## config.mk

```make
export PLATFORM = sky130hd
export DESIGN_NAME = cpu_run_ctrl
export DESIGN_NICKNAME = d
export VERILOG_FILES = /design/src/rtl/cpu_run_ctrl.sv
export SDC_FILE = /design/constraint.sdc
export NUM_CORES = 1
export LEC_CHECK = 0
export ABC_AREA = 1
export CAP_MARGIN = 20
export CORE_UTILIZATION = 42
export DETAILED_ROUTE_END_ITERATION = 6
export DONT_BUFFER_PORTS = 1
export GPL_ROUTABILITY_DRIVEN = 1
export HOLD_SLACK_MARGIN = 0.12
export PLACE_DENSITY = 0.65
export SETUP_SLACK_MARGIN = 0.02
export SYNTH_ARGS = -nofsm -noshare
export SYNTH_HDL_FRONTEND = slang
export SYNTH_SLANG_ARGS = --single-unit
```

## constraint.sdc

```tcl
create_clock -name clk -period 1.9 [get_ports clk]
set_input_delay 0.19 -clock clk [delete_from_list [all_inputs] [get_ports clk]]
set_output_delay 0.19 -clock clk [all_outputs]
set_load 0.1 [all_outputs]
```

## src/rtl/cpu_run_ctrl.sv

```systemverilog
// ---------------------------------------------------------------------------
// cpu_run_ctrl
// Driving end of the CPU run/halt interface. The controller holds the CPU in
// reset until a start request arrives. It then releases the CPU and counts
// run cycles. The run stops when the CPU halts or when the cycle budget runs
// out. One settle cycle follows, after which pc and x3 are captured and the
// outcome is offered to the host over a valid/ready handshake.
//
// Ports
//   clk            : system clock, rising edge
//   reset          : synchronous active-high reset
//   start          : run request, looked at only while idle
//   cpu_halt       : CPU halt indication, looked at only while running
//   cpu_pc/cpu_x3  : CPU program counter and register x3
//   cpu_reset      : reset to the CPU (high in IDLE and RST)
//   cpu_run        : clock enable to the CPU (high only in RUN)
//   busy           : high in every state except IDLE
//   result_valid   : result on offer (REPORT)
//   result_ready   : host accepts the result
//   result_halted  : the run ended because of cpu_halt
//   result_timeout : the run ended because the budget ran out
//   result_cycles  : number of run cycles consumed
//   result_pc/x3   : pc and x3 captured at the end of the settle cycle
// ---------------------------------------------------------------------------
module cpu_run_ctrl #(
  parameter int unsigned MAX_CYCLES = 1000,
  parameter int unsigned RST_CYCLES = 4,
  parameter int unsigned CW         = 32,
  parameter int unsigned XLEN       = 32
) (
  input  logic            clk,
  input  logic            reset,
  input  logic            start,
  input  logic            cpu_halt,
  input  logic [XLEN-1:0] cpu_pc,
  input  logic [XLEN-1:0] cpu_x3,
  output logic            cpu_reset,
  output logic            cpu_run,
  output logic            busy,
  output logic            result_valid,
  input  logic            result_ready,
  output logic            result_halted,
  output logic            result_timeout,
  output logic [CW-1:0]   result_cycles,
  output logic [XLEN-1:0] result_pc,
  output logic [XLEN-1:0] result_x3
);

  // The reset counter only has to reach RST_CYCLES-1.
  localparam int unsigned   RW       = (RST_CYCLES > 1) ? $clog2(RST_CYCLES) : 1;
  localparam logic [RW-1:0] RST_LAST = RW'(RST_CYCLES - 1);
  localparam logic [CW-1:0] CYC_MAX  = CW'(MAX_CYCLES);

  typedef enum logic [2:0] {
    S_IDLE   = 3'd0,
    S_RST    = 3'd1,
    S_RUN    = 3'd2,
    S_DRAIN  = 3'd3,
    S_REPORT = 3'd4
  } state_e;

  state_e            state_q, state_d;
  logic [RW-1:0]     rst_cnt_q, rst_cnt_d;
  logic [CW-1:0]     run_cnt_q, run_cnt_d;
  logic [CW-1:0]     run_inc_s;
  logic              cpu_reset_q, cpu_reset_d;
  logic              cpu_run_q, cpu_run_d;
  logic              busy_q, busy_d;
  logic              valid_q, valid_d;
  logic              halted_q, halted_d;
  logic              timeout_q, timeout_d;
  logic [CW-1:0]     cycles_q, cycles_d;
  logic [XLEN-1:0]   pc_q, pc_d;
  logic [XLEN-1:0]   x3_q, x3_d;

  // Next-state, counter and result-capture logic.
  always_comb begin
    state_d   = state_q;
    rst_cnt_d = rst_cnt_q;
    run_cnt_d = run_cnt_q;
    halted_d  = halted_q;
    timeout_d = timeout_q;
    cycles_d  = cycles_q;
    pc_d      = pc_q;
    x3_d      = x3_q;
    // The count that the current RUN cycle ends with.
    run_inc_s = run_cnt_q + {{(CW-1){1'b0}}, 1'b1};

    case (state_q)
      S_IDLE: begin
        if (start) begin
          state_d   = S_RST;
          rst_cnt_d = {RW{1'b0}};
          run_cnt_d = {CW{1'b0}};
        end else begin
          state_d = S_IDLE;
        end
      end
      S_RST: begin
        if (rst_cnt_q == RST_LAST) begin
          state_d = S_RUN;
        end else begin
          rst_cnt_d = rst_cnt_q + {{(RW-1){1'b0}}, 1'b1};
        end
      end
      S_RUN: begin
        run_cnt_d = run_inc_s;
        // Halt takes priority over the budget when both land on the same edge.
        if (cpu_halt) begin
          state_d   = S_DRAIN;
          halted_d  = 1'b1;
          timeout_d = 1'b0;
          cycles_d  = run_inc_s;
        end else if (run_inc_s == CYC_MAX) begin
          state_d   = S_DRAIN;
          halted_d  = 1'b0;
          timeout_d = 1'b1;
          cycles_d  = CYC_MAX;
        end else begin
          state_d = S_RUN;
        end
      end
      S_DRAIN: begin
        // The CPU is frozen for this cycle, so its writeback has settled by the capture edge.
        state_d = S_REPORT;
        pc_d    = cpu_pc;
        x3_d    = cpu_x3;
      end
      S_REPORT: begin
        if (result_ready) begin
          state_d = S_IDLE;
        end else begin
          state_d = S_REPORT;
        end
      end
      default: begin
        state_d = S_IDLE;
      end
    endcase
  end

  // Output values for the coming state, so every output leaves a flop.
  always_comb begin
    cpu_reset_d = (state_d == S_IDLE) || (state_d == S_RST);
    cpu_run_d   = (state_d == S_RUN);
    busy_d      = (state_d != S_IDLE);
    valid_d     = (state_d == S_REPORT);
  end

  // State, counters, outputs and result registers.
  always_ff @(posedge clk) begin
    if (reset) begin
      state_q     <= S_IDLE;
      rst_cnt_q   <= {RW{1'b0}};
      run_cnt_q   <= {CW{1'b0}};
      cpu_reset_q <= 1'b1;
      cpu_run_q   <= 1'b0;
      busy_q      <= 1'b0;
      valid_q     <= 1'b0;
      halted_q    <= 1'b0;
      timeout_q   <= 1'b0;
      cycles_q    <= {CW{1'b0}};
      pc_q        <= {XLEN{1'b0}};
      x3_q        <= {XLEN{1'b0}};
    end else begin
      state_q     <= state_d;
      rst_cnt_q   <= rst_cnt_d;
      run_cnt_q   <= run_cnt_d;
      cpu_reset_q <= cpu_reset_d;
      cpu_run_q   <= cpu_run_d;
      busy_q      <= busy_d;
      valid_q     <= valid_d;
      halted_q    <= halted_d;
      timeout_q   <= timeout_d;
      cycles_q    <= cycles_d;
      pc_q        <= pc_d;
      x3_q        <= x3_d;
    end
  end

  assign cpu_reset      = cpu_reset_q;
  assign cpu_run        = cpu_run_q;
  assign busy           = busy_q;
  assign result_valid   = valid_q;
  assign result_halted  = halted_q;
  assign result_timeout = timeout_q;
  assign result_cycles  = cycles_q;
  assign result_pc      = pc_q;
  assign result_x3      = x3_q;

endmodule

```

* Yosys cells after proc, flatten, opt, wreduce, memory -nomap -nowiden
Cells that the tools add are included.
** Operators by class
- Magnitude comparators :: 0
- Shifts and indexed selects :: 0
- Multiply operators :: 0
- Equality and inequality tests :: 11
- Multiplexer cells :: 17
- Bitwise gates (word level) :: 0
- Divide/modulo/power cells :: 0
- Add/subtract/negate cells :: 2
- Reduce and logical (&&, ||, !) cells :: 10
** Operators by type and width (number)
- two-way mux 32 bit :: 3
- one-hot mux 32 bit (2 select lines) :: 1
- adder 32 x 1 -> 32 bit (second input constant) :: 1
- equality test 32 x 10 -> 1 bit (second input constant) :: 1
- one-hot mux 3 bit (5 select lines) :: 1
- equality test 3 x 2 -> 1 bit (second input constant) :: 3
- two-way mux 1 bit :: 7
- equality test 3 x 1 -> 1 bit (second input constant) :: 2
- equality test 3 bit (second input constant) :: 2
- zero test 3 bit :: 2
- two-way mux 3 bit :: 2
- nonzero test 2 bit :: 3
- two-way mux 2 bit :: 2
- inequality test 2 bit (second input constant) :: 2
- one-hot mux 2 bit (2 select lines) :: 1
- AND reduction 2 bit :: 2
- AND reduction 3 bit :: 1
- nonzero test 3 bit :: 1
- adder 2 x 1 -> 2 bit (second input constant) :: 1
- equality test 2 bit (second input constant) :: 1
- logical OR 1 bit :: 1
** Storage, ports and cells
- Flip-flop bits (word level) :: 139
- Memories :: 0
- RAM bits :: 0
- Bits in latches :: 0
- Word-level logic and storage cells :: 52
- Output and inout port bits :: 102
- Bits in read-only memories :: 0
- Bits of input ports :: 69

* Logic depth before layout (Yosys ltp)
- Depth in word-level cells :: 7
- Gate-level depth with buffers :: 16
- Depth with buffers taken out :: 15

* Worst setup path after synthesis
No wires, ideal clock.
- Path type :: register to register
- From :: reg run_cnt_q[0]
- To :: reg cycles_q[15] (netlist: result_cycles[15])
- Setup time :: 132 ps
- Arrival :: 1917 ps
- Buffers on the path :: 1
- Stages on the path, launching flop included :: 16
- Period minus slack after synthesis :: 2050 ps
- Required time :: 1768 ps
- Setup slack :: -150 ps
- Cell sequence :: dfxtp_1 -> ha_1 -> inv_1 -> nor2_4 -> nand2_2 -> nor2_4 -> nand2_1 -> nand2_1 -> nand2_1 -> nor2_1 -> nand2_1 -> nor2_2 -> nand3_2 -> buf_2 -> nand3_1 -> a21oi_1
** Between the ends
- Longest elaborated chain between the ends :: 4
- Elaborated cells between the ends (all ways) :: 5
- Those cells by class :: add/sub: 1; eq/ne: 1; mux: 1; reduce/logical: 2
** Ends and longest elaborated chain
- start: declaration :: line 64 : logic [CW-1:0] run_cnt_q, run_cnt_d;
- start signal: assignment :: line 155 : run_cnt_q <= {CW{1'b0}};
- start signal: assignment :: line 168 : run_cnt_q <= run_cnt_d;
- adder 32 x 1 -> 32 bit (*) :: line 87 : run_inc_s = run_cnt_q + {{(CW-1){1'b0}}, 1'b1};
- equality test 32 x 10 -> 1 bit :: line 114 : end else if (run_inc_s == CYC_MAX) begin
- nonzero test 2 bit (no line)
- AND reduction 2 bit (no line)
- end signal: assignment :: line 162 : cycles_q <= {CW{1'b0}};
- end signal: assignment :: line 175 : cycles_q <= cycles_d;
- end: declaration :: line 72 : logic [CW-1:0] cycles_q, cycles_d;
Every way passes the cells marked *; elsewhere a longest branch is shown, timed or not.
A chain may end at the register's enable or synchronous reset.

* Worst setup path in the final report
- From :: reg run_cnt_q[1]
- To :: reg cycles_q[20] (netlist: result_cycles[20])
The elaborated chain is that of the path after synthesis.

==> key figures <==
Run status
  • Status: finished with violations
  • Failing checks: negative hold slack, negative setup slack

Synthesis
  • Synth top cells by count: nand2_1 (200), nor2_1 (192), dfxtp_1 (139), o21ai_0 (75), nand3_1 (66)
  • Synth warn: 0
  • Most used DFF post-synth: dfxtp_1
  • Synth Cell Area: between 6000 and 7000 um^2
  • Post-Synthesis Mean Instance Area: just under 7 um^2
  • Seq cells post-synth: roughly 140
  • Most area-consuming cells after synthesis: dfxtp_1 (46%), nand2_1 (12%), nor2_1 (12%)
  • Async SR Flop Fraction: 0%
  • Synth cell types: 24
  • Top-area cell type share of the netlist area: about 46%
  • Syn_nets: around 960
  • Largest area contributor in the netlist: dfxtp_1
  • Cell count after synthesis: between 800 and 900
  • EDFF count, synth: 0
  • Most frequent cell after synthesis: nand2_1
  • Post-synthesis sequential area ratio: a little under half

STA
  • Clock Skew: around 5.3 ps
  • Worst-Margin Slew: ~560 ps
  • Final worst-path cycle share: 113.8%
  • Worst setup margin: -261.8 ps
  • Final setup viols: 38
  • Unrepaired setup endpoints after global routing: yes
  • Min Tclk post-route: between 2000 and 2500 ps
  • Worst rel slew slack: 62.33%
  • Hold Violations, Final: 65
  • Slew Limit Fails: 0
  • Hold slack: -170.3 ps
  • Max Freq: roughly 460 MHz

Final layout
  • Fin nets: ~1.2k
  • Area grow syn2layout: 53.35%
  • Fin cells: roughly 1.3k
  • Share of cells above drive strength 1: between 20% and 30%
  • Final instance area: 9283 um^2

Global route
  • Vias in the first global route: about 6.7k
  • Largest net degree at the start of global routing: 67
  • Tot GR Track Use: 27.65%
  • First-pass GRT wire length: 31800 um
  • Remaining global-route overflow: 0
  • Initial antenna violation count: 0

Power and ir drop
  • Reg power frac: between 40% and 50%
  • Net Switching: about 1.5 mW
  • Switching Share: a little under a quarter
  • Combinational share of power: between 4 and 5%
  • VDD IR max: between 600 and 700 uV
  • Pwr dens: a little under 700 nW/um^2
  • Internal: around 5 mW
  • Design Power: around 6.5 mW
  • Clock power frac: roughly 51%
  • Leakage power: between 4 and 5 nW

Floorplanning
  • Die H: between 100 and 150 um
  • Die W: 122.1 um
  • Initial core utilization: a little over two fifths
  • Top Ports: approximately 170
  • Core Area: ~14000 um^2
  • Die footprint: roughly 15000 um^2
  • Row count: 43

Place
  • I/O Buffers: 0
  • Routability cong.: 0.8554
  • DP Wirelength: approximately 12000 um
  • Placed Cells: between 1k and 1.5k
  • Placement-stage cell area: around 7600 um^2

Clock network
  • Max Root-Sink Buffers: 2
  • Hold_buf cts: 66
  • CTS Buf Count: 17
  • Worst-path clk slew: ~60 ps
  • Clk sinks: ~140
  • Root Buffer: clkbuf_16
  • CTS HTree Levels: 4
  • CTS tree: built
  • Clock latency on the worst-skew pair: about 430 ps

Job
  • Max Cap Viol: 0

Worst setup path
  • R2R setup slack: -260 ps
  • Worst Path Required: 2220 ps
  • Slowest cell on the critical path: dfxtp_4
  • Worst Path Arrival: 2480 ps
  • CP startpoint kind: register
  • Crit-path max FO: 17
  • Crit path largest cell delay: 370 ps
  • Cell chain of the critical path: buf_4 > nand3_1 > nor2_1 > nand4_1 > nand2_1 > nand2_1 > nor2_1 > nand2_1 > nor2_2 > nand3_4 > buf_12 > nand3_1 > a21oi_1
  • CP Class: reg2reg
  • Top cell by count, worst path: nand2_1
  • Worst Path Buf+Inv: 2
  • CP top delay family: simple AND/OR/NAND/NOR gates
  • CP endpoint kind: register

Drt
  • Total detailed-routing wirelength: about 20000 um
  • First-pass iteration count of the detailed router: 6
  • Routed vias/inst: ~5.1
  • Via count: 6774
  • 1st-iter DRT viols: 343
  • Routed Antenna Nets: 0
  • Wire length per cell: around 15 um
  • DRC: 0

Hold path
  • Worst min path class: in2reg
[stage by stage]
| stage | util (%) | setup slack [ps] | setup TNS, ps |
|---|---|---|---|
| 2_1_floorplan | - | 13.40 | 0 |
| 5_1_grt | 66.34 | -410.6 | -14430 |
| 6_report | 66.36 | -261.8 | -8378 |
| 3_3_place_gp | 54.69 | -354.7 | -12650 |
| 3_5_place_dp | 54.69 | -382.3 | -12880 |
| 4_1_cts | 64.84 | -211.5 | -6542 |
[what timing repair did]
item / CTS / global route
endpoints found under the setup margin: 37 / 44
cloned: 1 / 0
endpoints found under the hold margin: 131 / 66
gates resized for setup: 41 / 48
pin swaps: 10 / 6
setup buffers: 8 / 6
[path summary, 6_finish.rpt]
check / from / to / cells past startpoint
worst max register to register: run_cnt_q[1] / result_cycles[20] / 13
worst min-delay path: reset / result_cycles[28] / 1
worst max-delay path: run_cnt_q[1] / result_cycles[20] / 13
worst min register to register: result_cycles[11] / result_cycles[11] / 2
[power groups by stage]
stage	Sequential [mW]	Clock [mW]	Combinational (mW)
global placement	2.99	0	0.151
floorplan	3.03	0	0.0938
CTS	2.93	3.30	0.261
finish	2.93	3.27	0.273
global route	2.93	3.42	0.292
detailed placement	2.99	0	0.152
[area by class of cell]
cell class              count  area, um^2
flip-flops and latches    139        2809
well taps                 180       225.2
repair buffers            274        2300
multi-input cells         644        3137
diodes                      1       2.502
clock buffers              21       471.7
inverters                  61       229.0
clock inverters            11       108.9
fillers                  1140        4706
[cells by family (layout without fill, tap and decap cells)]
logic type	after synthesis	in the layout	share of synthesized area, %
AO/OA/AOI/OAI	147	147	12.40
XOR/XNOR	2	2	0.2894
adder cells (fa/ha/maj)	3	3	0.6202
buffers and inverters	107	367	6.800
flip-flops	139	139	45.97
other	0	1	0
AND/OR/NAND/NOR	492	492	33.92
[sequential cells by signal (all words and copies together), names as in the netlist]
register,count
result_cycles,32
cpu_reset,1
result_valid,1
busy,1
result_timeout,1
state_q,3
run_cnt_q,32
result_halted,1
cpu_run,1
result_x3,32
rst_cnt_q,2
result_pc,32
[layer usage]
layer | GRT usage [%] | up-vias | part of all wire (%)
met2 | 46.93 | 258 | 49
met5 | 0 | - | 0
met4 | 12.65 | 0 | 2.6
li1 | - | 3336 | -
met1 | 31.67 | 3140 | 41
met3 | 8.567 | 40 | 7.7
[placed cells by master, fill, tap and decap left out, drive strengths merged]
master and instances:
o21bai 6, dfxtp 139, ha 3, nand3b 12, clkinvlp 1, inv 63, clkbuf 21, diode 1
a21oi 65, nand4 5, xnor2 1, nand3 67, nor2 202, xor2 1, nor3 4, bufinv 1
dlygate4sd3 65, o21ai 76, nand2 202, clkinv 7, buf 209
Power figures use the tool's default switching activity.
